`src/rtl/gate_seq_pkg.sv`:
```
// Shared definitions for the gate test sequencer: FSM state encoding and
// reference truth tables for common 2-input gates (bit i = y for {a,b}=i).
package gate_seq_pkg;

  typedef enum logic [1:0] {
    IDLE   = 2'd0,
    SETTLE = 2'd1,
    SAMPLE = 2'd2,
    DONE   = 2'd3
  } state_t;

  localparam logic [3:0] TT_AND  = 4'b1000;
  localparam logic [3:0] TT_OR   = 4'b1110;
  localparam logic [3:0] TT_XOR  = 4'b0110;
  localparam logic [3:0] TT_NAND = 4'b0111;

endpackage

```
`src/rtl/gate_test_sequencer_settle_timer.sv`:
```
// Loadable down-counter that measures how long each vector is held on the
// gate before its output is sampled. expired is high while the count is zero.
module settle_timer (
  input  logic       clk,
  input  logic       rst_n,
  input  logic       load,
  input  logic [3:0] load_value,
  input  logic       en,
  output logic       expired
);

  logic [3:0] count;

  // Load on request, otherwise count down while enabled and stop at zero
  always_ff @(posedge clk) begin
    if (!rst_n) begin
      count <= 4'd0;
    end else if (load) begin
      count <= load_value;
    end else if (en && (count != 4'd0)) begin
      count <= count - 4'd1;
    end
  end

  assign expired = (count == 4'd0);

endmodule

```
`src/rtl/gate_test_sequencer.sv`:
```
// Drives all four input combinations to a 2-input gate, waits for the gate to
// settle, samples its output against a latched truth table and reports the
// mismatch count, first failing vector and an overall pass flag.
module gate_test_sequencer #(
  parameter int SETTLE_CYCLES = 2,
  parameter int LOOPS         = 1
) (
  input  logic       clk,
  input  logic       rst_n,
  input  logic       start,
  input  logic       abort,
  input  logic [3:0] truth_table,
  output logic       gate_a,
  output logic       gate_b,
  input  logic       gate_y,
  output logic       busy,
  output logic       done,
  output logic       pass,
  output logic [3:0] err_count,
  output logic [1:0] first_fail,
  output logic       fail_valid
);

  import gate_seq_pkg::*;

  localparam logic [3:0] SETTLE_LOAD = 4'(SETTLE_CYCLES - 1);
  localparam logic [7:0] LAST_LOOP   = 8'(LOOPS - 1);

  state_t     state;
  state_t     state_nxt;
  logic [1:0] vector;
  logic [7:0] loop_cnt;
  logic [3:0] tt_latched;
  logic       accept;
  logic       sample_en;
  logic       last_sample;
  logic       mismatch;
  logic [3:0] err_nxt;
  logic       timer_load;
  logic       timer_expired;

  settle_timer u_settle_timer (
    .clk        (clk),
    .rst_n      (rst_n),
    .load       (timer_load),
    .load_value (SETTLE_LOAD),
    .en         (state == SETTLE),
    .expired    (timer_expired)
  );

  // Next-state decode, timer reload and the gate/status outputs
  always_comb begin
    state_nxt   = state;
    timer_load  = 1'b0;
    gate_a      = 1'b0;
    gate_b      = 1'b0;
    busy        = 1'b0;
    done        = 1'b0;
    accept      = 1'b0;
    sample_en   = 1'b0;
    last_sample = (vector == 2'd3) && (loop_cnt == LAST_LOOP);
    case (state)
      IDLE: begin
        if (start && !abort) begin
          accept     = 1'b1;
          timer_load = 1'b1;
          state_nxt  = SETTLE;
        end
      end
      SETTLE: begin
        busy   = 1'b1;
        gate_a = vector[1];
        gate_b = vector[0];
        if (abort) begin
          state_nxt = IDLE;
        end else if (timer_expired) begin
          state_nxt = SAMPLE;
        end
      end
      SAMPLE: begin
        busy   = 1'b1;
        gate_a = vector[1];
        gate_b = vector[0];
        if (abort) begin
          state_nxt = IDLE;
        end else begin
          sample_en = 1'b1;
          if (last_sample) begin
            state_nxt = DONE;
          end else begin
            timer_load = 1'b1;
            state_nxt  = SETTLE;
          end
        end
      end
      DONE: begin
        done      = 1'b1;
        state_nxt = IDLE;
      end
      default: state_nxt = IDLE;
    endcase
    mismatch = sample_en && (gate_y != tt_latched[vector]);
    err_nxt  = (mismatch && (err_count != 4'hF)) ? err_count + 4'd1 : err_count;
  end

  // State register
  always_ff @(posedge clk) begin
    if (!rst_n) begin
      state <= IDLE;
    end else begin
      state <= state_nxt;
    end
  end

  // Run bookkeeping: vector/loop position, latched table and result capture
  always_ff @(posedge clk) begin
    if (!rst_n) begin
      vector     <= 2'd0;
      loop_cnt   <= 8'd0;
      tt_latched <= 4'd0;
      err_count  <= 4'd0;
      first_fail <= 2'd0;
      fail_valid <= 1'b0;
      pass       <= 1'b0;
    end else if (accept) begin
      vector     <= 2'd0;
      loop_cnt   <= 8'd0;
      tt_latched <= truth_table;
      err_count  <= 4'd0;
      first_fail <= 2'd0;
      fail_valid <= 1'b0;
      pass       <= 1'b0;
    end else if (sample_en) begin
      err_count <= err_nxt;
      if (mismatch && !fail_valid) begin
        first_fail <= vector;
        fail_valid <= 1'b1;
      end
      vector <= vector + 2'd1;
      if (vector == 2'd3) begin
        loop_cnt <= loop_cnt + 8'd1;
      end
      // pass reflects the final count including this last sample
      if (last_sample) begin
        pass <= (err_nxt == 4'd0);
      end
    end else if (busy && abort) begin
      vector   <= 2'd0;
      loop_cnt <= 8'd0;
    end
  end

endmodule

```
`config.mk`:
```
export PLATFORM = sky130hd
export DESIGN_NAME = gate_test_sequencer
export DESIGN_NICKNAME = d
export VERILOG_FILES = /design/src/rtl/gate_seq_pkg.sv /design/src/rtl/gate_test_sequencer_settle_timer.sv /design/src/rtl/gate_test_sequencer.sv
export SDC_FILE = /design/constraint.sdc
export NUM_CORES = 1
export LEC_CHECK = 0
export ABC_CLOCK_PERIOD_IN_PS = 2400
export BUFFER_PORTS_ARGS = -buffer_cell sky130_fd_sc_hd__clkbuf_2
export CAP_MARGIN = 20
export CORE_UTILIZATION = 36
export CTS_BUF_LIST = sky130_fd_sc_hd__clkbuf_8
export CTS_CLUSTER_DIAMETER = 80
export DETAILED_ROUTE_END_ITERATION = 7
export MAX_ROUTING_LAYER = met4
export SYNTH_ARGS = -nofsm -noshare
export SYNTH_HDL_FRONTEND = slang
export SYNTH_SLANG_ARGS = --single-unit
```
`constraint.sdc`:
```
create_clock -name clk -period 2.4 [get_ports clk]
set_clock_uncertainty 0.1 [all_clocks]
set_input_delay 0.36 -clock clk [delete_from_list [all_inputs] [get_ports clk]]
set_output_delay 0.36 -clock clk [all_outputs]
set_load 0.005 [all_outputs]
```
* Word level (Yosys, flattened, before mapping)
Cells that the tools add are included.
Storage, ports and cells: register bits 28, latch bits 0, RAM bits 0, memory bits (read-only) 0, input bits 9, output and inout bits 12, logic and storage cells 75, memories kept 0
Operators by class: $add $sub $neg 4, $mul 0, div/mod/pow operators 0, magnitude comparators 1, equal/unequal tests 9, shifts and indexed selects 0, multiplexer cells 27, bitwise gates (word level) 1, reduce and logical (&&, ||, !) cells 23
Operators with widths (number):
- 8-bit two-way mux | 3
- 2-bit two-way mux | 7
- 1-bit two-way mux | 13
- 8-bit by 1-bit adder with 8-bit output, second input constant | 1
- 4-bit logical NOT | 2
- 8-bit logical NOT | 1
- 2-bit one-hot mux with 4 select lines | 1
- 2-bit AND reduction | 4
- 1-bit logical AND | 7
- 2-bit == test, second input constant | 3
- 2-bit OR reduction | 3
- 4-bit by 1-bit adder with 4-bit output, second input constant | 1
- 4-bit two-way mux | 1
- 4-bit != test, second input constant | 1
- 2-bit nonzero test | 2
- 4-bit nonzero test | 1
- 4-bit by 1-bit subtractor with 4-bit output, second input constant | 1
- 2-bit by 3-bit less-than comparator with 1-bit output, second input constant | 1
- 3-bit != test, second input constant | 1
- 2-bit by 1-bit adder with 2-bit output, second input constant | 1
- 1-bit binary-select mux with 2-bit select | 1
- 2-bit by 1-bit == test with 1-bit output, second input constant | 1
- 1-bit logical NOT | 2
- 2-bit logical NOT | 1
- other kinds (5) | 5

* Depth between registers and ports, before layout
depth after elaboration 7, mapped depth 7, depth with buffers taken out 7

* Hierarchy
Synthesis repeated with hierarchy kept, for this count alone.
Second synthesis, totals: cell total of the unflattened synthesis 176, area total of the unflattened synthesis 1535.2 µm²
By module, submodules not included:
- gate_test_sequencer | instances 1, cells an instance 145, area an instance 1278.7 µm², seq. area each 480.5 µm²
- settle_timer | instances 1, cells an instance 31, area an instance 256.5 µm², seq. area each 80.1 µm²

* Worst setup path after synthesis
Ideal clock, no wire load.
kind reg-to-reg, start reg vector[0], end reg pass, library setup time 0.125 ns, arrival time 1.712 ns, required time 2.175 ns, setup slack 0.463 ns, stages on the path, launching flop included 6, buffers on the path 0, clock period less this slack 1.937 ns, cell sequence dfxtp_1 mux4_2 xnor2_2 a311oi_4 mux2i_1 o31ai_1
Between the ends: longest elaborated chain between the ends 7, elaborated cells between the ends (all ways) 10, those cells by class eq/ne: 2; mux: 3; reduce/logical: 5
Ends and longest elaborated chain:
- from (decl) | line gate_test_sequencer.sv:31 | logic [1:0] vector;
- from (signal assigned) | line gate_test_sequencer.sv:139 | vector <= vector + 2'd1;
- 1-bit binary-select mux with 2-bit select | line gate_test_sequencer.sv:102 | mismatch = sample_en && (gate_y != tt_latched[vector]);
- 1-bit two-way mux (not written as such) | line gate_test_sequencer.sv:102
- 1-bit != test | line gate_test_sequencer.sv:102
- 1-bit logical AND | line gate_test_sequencer.sv:102
- 1-bit logical AND | line gate_test_sequencer.sv:103 | err_nxt = (mismatch && (err_count != 4'hF)) ? err_count + 4'd1 : err_count;
- 4-bit two-way mux | line gate_test_sequencer.sv:103
- 4-bit logical NOT | line gate_test_sequencer.sv:145 | pass <= (err_nxt == 4'd0);
- to (signal assigned) | line gate_test_sequencer.sv:145
- to (decl) | line gate_test_sequencer.sv:18 | output logic pass,
Several ways; a longest one is shown, not always the timed one. The select of a mux whose other input is x is not followed. A chain may end at the register's enable or synchronous reset.

* Worst setup path in the final report
Same ends and word-level chain as after synthesis.

==> summary.txt <==
Layout
  – Multi-input logic area: 827.0 µm²
  – Final net count: 205
  – Area Growth Syn to Fin: 15.49%
  – Final Util: 0.4412
  – Fillcell total: 407
  – Sequential cell area: 560.5 µm²
  – Final instance area: 0.001652 mm²
  – N_diodes: 0
  – Layout cell share with drive strength beyond 1: 0.1676

Setup path
  – Levels on crit path: 5
  – FF-to-FF End: pass
  – R2R Setup Slk: 0.33 ns
  – CP max FO: 7
  – CP endpoint kind: flop
  – Critical Path Source: vector[0]
  – Buffers & Inverters on Critical Path: 0
  – Critical path's slowest cell: mux4_2
  – Worst setup path category: flop to flop
  – CP arrival: 2.16 ns
  – Startpoint types: flop
  – Worst reg-to-reg path cell count: 5
  – Critical Path RT: 2.49 ns
  – Critical Path Max Stage Delay: 0.56 ns
  – Cells along the critical path: mux4_2 -> xnor2_2 -> a311oi_4 -> mux2i_1 -> o31ai_1
  – Worst path top cell family by delay: multiplexers
  – Reg2reg start: vector[0]

Flow run
  – Max cap viols: 0

Place
  – Area after DPL: 0.001597 mm²
  – Count of input and output buffers: 20
  – Placer Congestion: 0.7835
  – Placed wire-length estimate: 2.263 mm
  – Pre-CTS setup slack: 0.3347 ns

Timing
  – Final setup TNS: 0 ns
  – Slew Limit Headroom: 0.7293
  – Max Transition Viols Final: 0
  – Final-report hold violation count: 0
  – Worst-margin pin slew: 0.4041 ns
  – RSZ-0062 raised after global routing: no
  – Worst setup margin: 0.3281 ns
  – Fin crit share: 0.8633
  – Min Tclk post-route: 2.072 ns
  – Max Fclk: 482.6 MHz
  – Final setup viols: 0

Floorplanning
  – Rows: 22
  – Starting Density: 0.3820
  – Die width: 65.03 µm
  – Core Footprint: 0.003744 mm²
  – IO Count: 21
  – Die H: 65.03 µm
  – DIE AREA: 0.004229 mm²

Power and ir drop
  – Clock Power Share: 0.308
  – Peak VDD IR: 323.9 µV
  – Total design power: 926.1 µW
  – Comb pwr share: 0.159
  – Switching share of power: 0.2529
  – Sequential power share: 0.534
  – Switching Power: 234.2 µW
  – P_int: 691.9 µW
  – PD cells: 560.7 mW/mm²
  – Pleak: 0.6891 nW

Drt
  – Via-to-Cell Ratio: 4.957
  – DR iter-0 viols: 23
  – Vias after detailed routing: 1,155
  – Drt total wl: 2.839 mm
  – ANT nets after route: 0
  – Drt first pass iters: 4
  – Post-detailed-route DRC marker count: 0
  – Avg WL per Cell: 12.18 µm

Global routing
  – Gr ovfl total: 0
  – Vias in the first global route: 1,182
  – First-pass GRT wire length: 5.216 mm
  – Initial antenna violation count: 0
  – GRT Resource Usage Total: 0.1608
  – Largest net degree at the start of global routing: 16

CTS
  – CTS Root Cell: clkbuf_8
  – Post-CTS Setup Inserts: 0
  – Worst skew pair latency: 0.27 ns
  – Max Buffers Root-to-Sink: 2
  – Clock buffer count from CTS: 3
  – Hold buffers post-CTS: 0
  – H-tree depth: 1
  – TritonCTS clock tree: done
  – Clock-pin slew on the worst setup and hold paths: 0.09 ns
  – CTS Sinks: 28
  – CTS resizes: 0

Min path
  – Hold EP: tt_latched[0]
  – Hold path startpoint: truth_table[0]
  – Hold crit path type: input port to flop
  – Hold path depth: 3

Run status
  – Status: finished, final reports clean

Logic synthesis
  – Synth top cells by count: nor2_1 (35), dfxtp_1 (28), ha_1 (10)
  – Mux share of post-synthesis cell area: 0.07874
  – Syn Nets: 180
  – Cell variety after synth: 36
  – Most numerous cell in the Yosys netlist: nor2_1
  – Warnings from Yosys: 0
  – Compound-Gate Fraction of Synth Area: 0.1102
  – XOR/XNOR Fraction of Synth Area: 0.07262
  – Async SR Flop Fraction: 0
  – Sequential area share after synthesis: 0.3920
  – Post-Synth Simple-Gate Area: 0.2292
  – Avg Inst Size Synth: 8.883 µm²
  – #FFs+latches synth: 28
  – Synth Flop Type: dfxtp_1
  – Number of synthesized flops with an enable pin: 0
  – Mapped Area: 0.001430 mm²
  – Synth area leader: dfxtp_1
  – Share of the synthesized area in the top cell type: 0.3920
  – Post-Syn Instances: 161
  – Adder-cell share of the synthesized area: 0.08749
  – Synth area leaders: dfxtp_1 (39%), nor2_1 (9.2%), ha_1 (8.7%)
  – Largest family of logic cells by synthesized area: simple AND/OR/NAND/NOR gates
## cells by family after synthesis
kind of cell,after synthesis
buffers and inverters,11
multiplexers,10
AND/OR/NAND/NOR,71
AO/OA/AOI/OAI,20
XOR/XNOR,11
adder cells (fa/ha/maj),10
flip-flops,28
## layer usage
layer,track usage,up-vias,wire length (µm),share of wire
met2,0.2669,16,1376,0.48
met4,0.04076,0,15,0.0053
met5,-,-,0,0
met3,0.03345,2,109,0.038
li1,-,604,-,-
met1,0.1987,533,1338,0.47
## tightest hold or removal path, cell delays in order
cell      delay, ns
clkbuf_2       0.08
mux2i_1        0.05
nor2_1         0.07
## power by group through the flow
stage          clock network [mW]  logic [mW]  registers [mW]
2_1_floorplan                   0       0.105           0.502
3_3_place_gp                    0       0.141           0.505
3_5_place_dp                    0       0.148           0.506
4_1_cts                     0.297       0.150           0.495
5_1_grt                     0.319       0.169           0.497
6_report                    0.285       0.147           0.494
## sequential cells by signal (all words and copies together), names as in the netlist
signal / count
err_count: 4
fail_valid: 1
first_fail: 2
loop_cnt: 8
pass: 1
state: 2
tt_latched: 4
u_settle_timer.count: 4
vector: 2
## stage by stage
stage / instances / hold WS (ns)
after detailed placement: 229 / 0.3931
after floorplan: 161 / 0.3578
final: 233 / 0.2254
after global placement: 229 / 0.3818
after CTS: 233 / 0.2231
after global routing: 233 / 0.2185
## layout by cell type (no fill, tap or decap)
master | synthesis | final
a41oi_1 | 1 | 1
and2_2 | 1 | 1
ha_1 | 10 | 10
and3_1 | 1 | 1
nand3_1 | 5 | 5
a21oi_1 | 6 | 6
nand2b_1 | 2 | 2
nand2_1 | 9 | 9
a311oi_1 | 1 | 1
nor2_1 | 35 | 35
clkbuf_2 | 0 | 20
nor4_1 | 3 | 3
a32oi_1 | 1 | 1
dfxtp_1 | 28 | 28
inv_1 | 9 | 9
nand4_1 | 2 | 2
a211oi_1 | 2 | 2
o211ai_1 | 1 | 1
a311oi_4 | 1 | 1
nand3b_1 | 2 | 2
a2bb2oi_1 | 1 | 1
and2_1 | 4 | 4
o31a_2 | 1 | 1
mux2i_1 | 9 | 9
o21ai_0 | 1 | 1
buf_4 | 0 | 2
or3_1 | 1 | 1
xnor2_1 | 5 | 5
xor2_1 | 5 | 5
a31oi_1 | 1 | 1
clkbuf_8 | 0 | 4
xnor2_2 | 1 | 1
a22oi_1 | 1 | 1
nor3_1 | 3 | 3
nor2b_1 | 3 | 3
o31ai_1 | 2 | 2
mux4_2 | 1 | 1
## worst max path at each step
stage                       to  slack, ns
after CTS                 pass       0.31
after detailed placement  pass       0.33
after global routing      pass       0.17
after global placement    pass       0.38
after floorplan           pass       0.46
final                     pass       0.33
## final cells by class
type	count	area share
timing repair buffer	22	0.06970
clock buffer	4	0.03333
inverter	9	0.02045
sequential	28	0.3394
multi-input combinational	122	0.5008
tap	48	0.03636
Note: power is estimated with default switching activity, not from simulation.
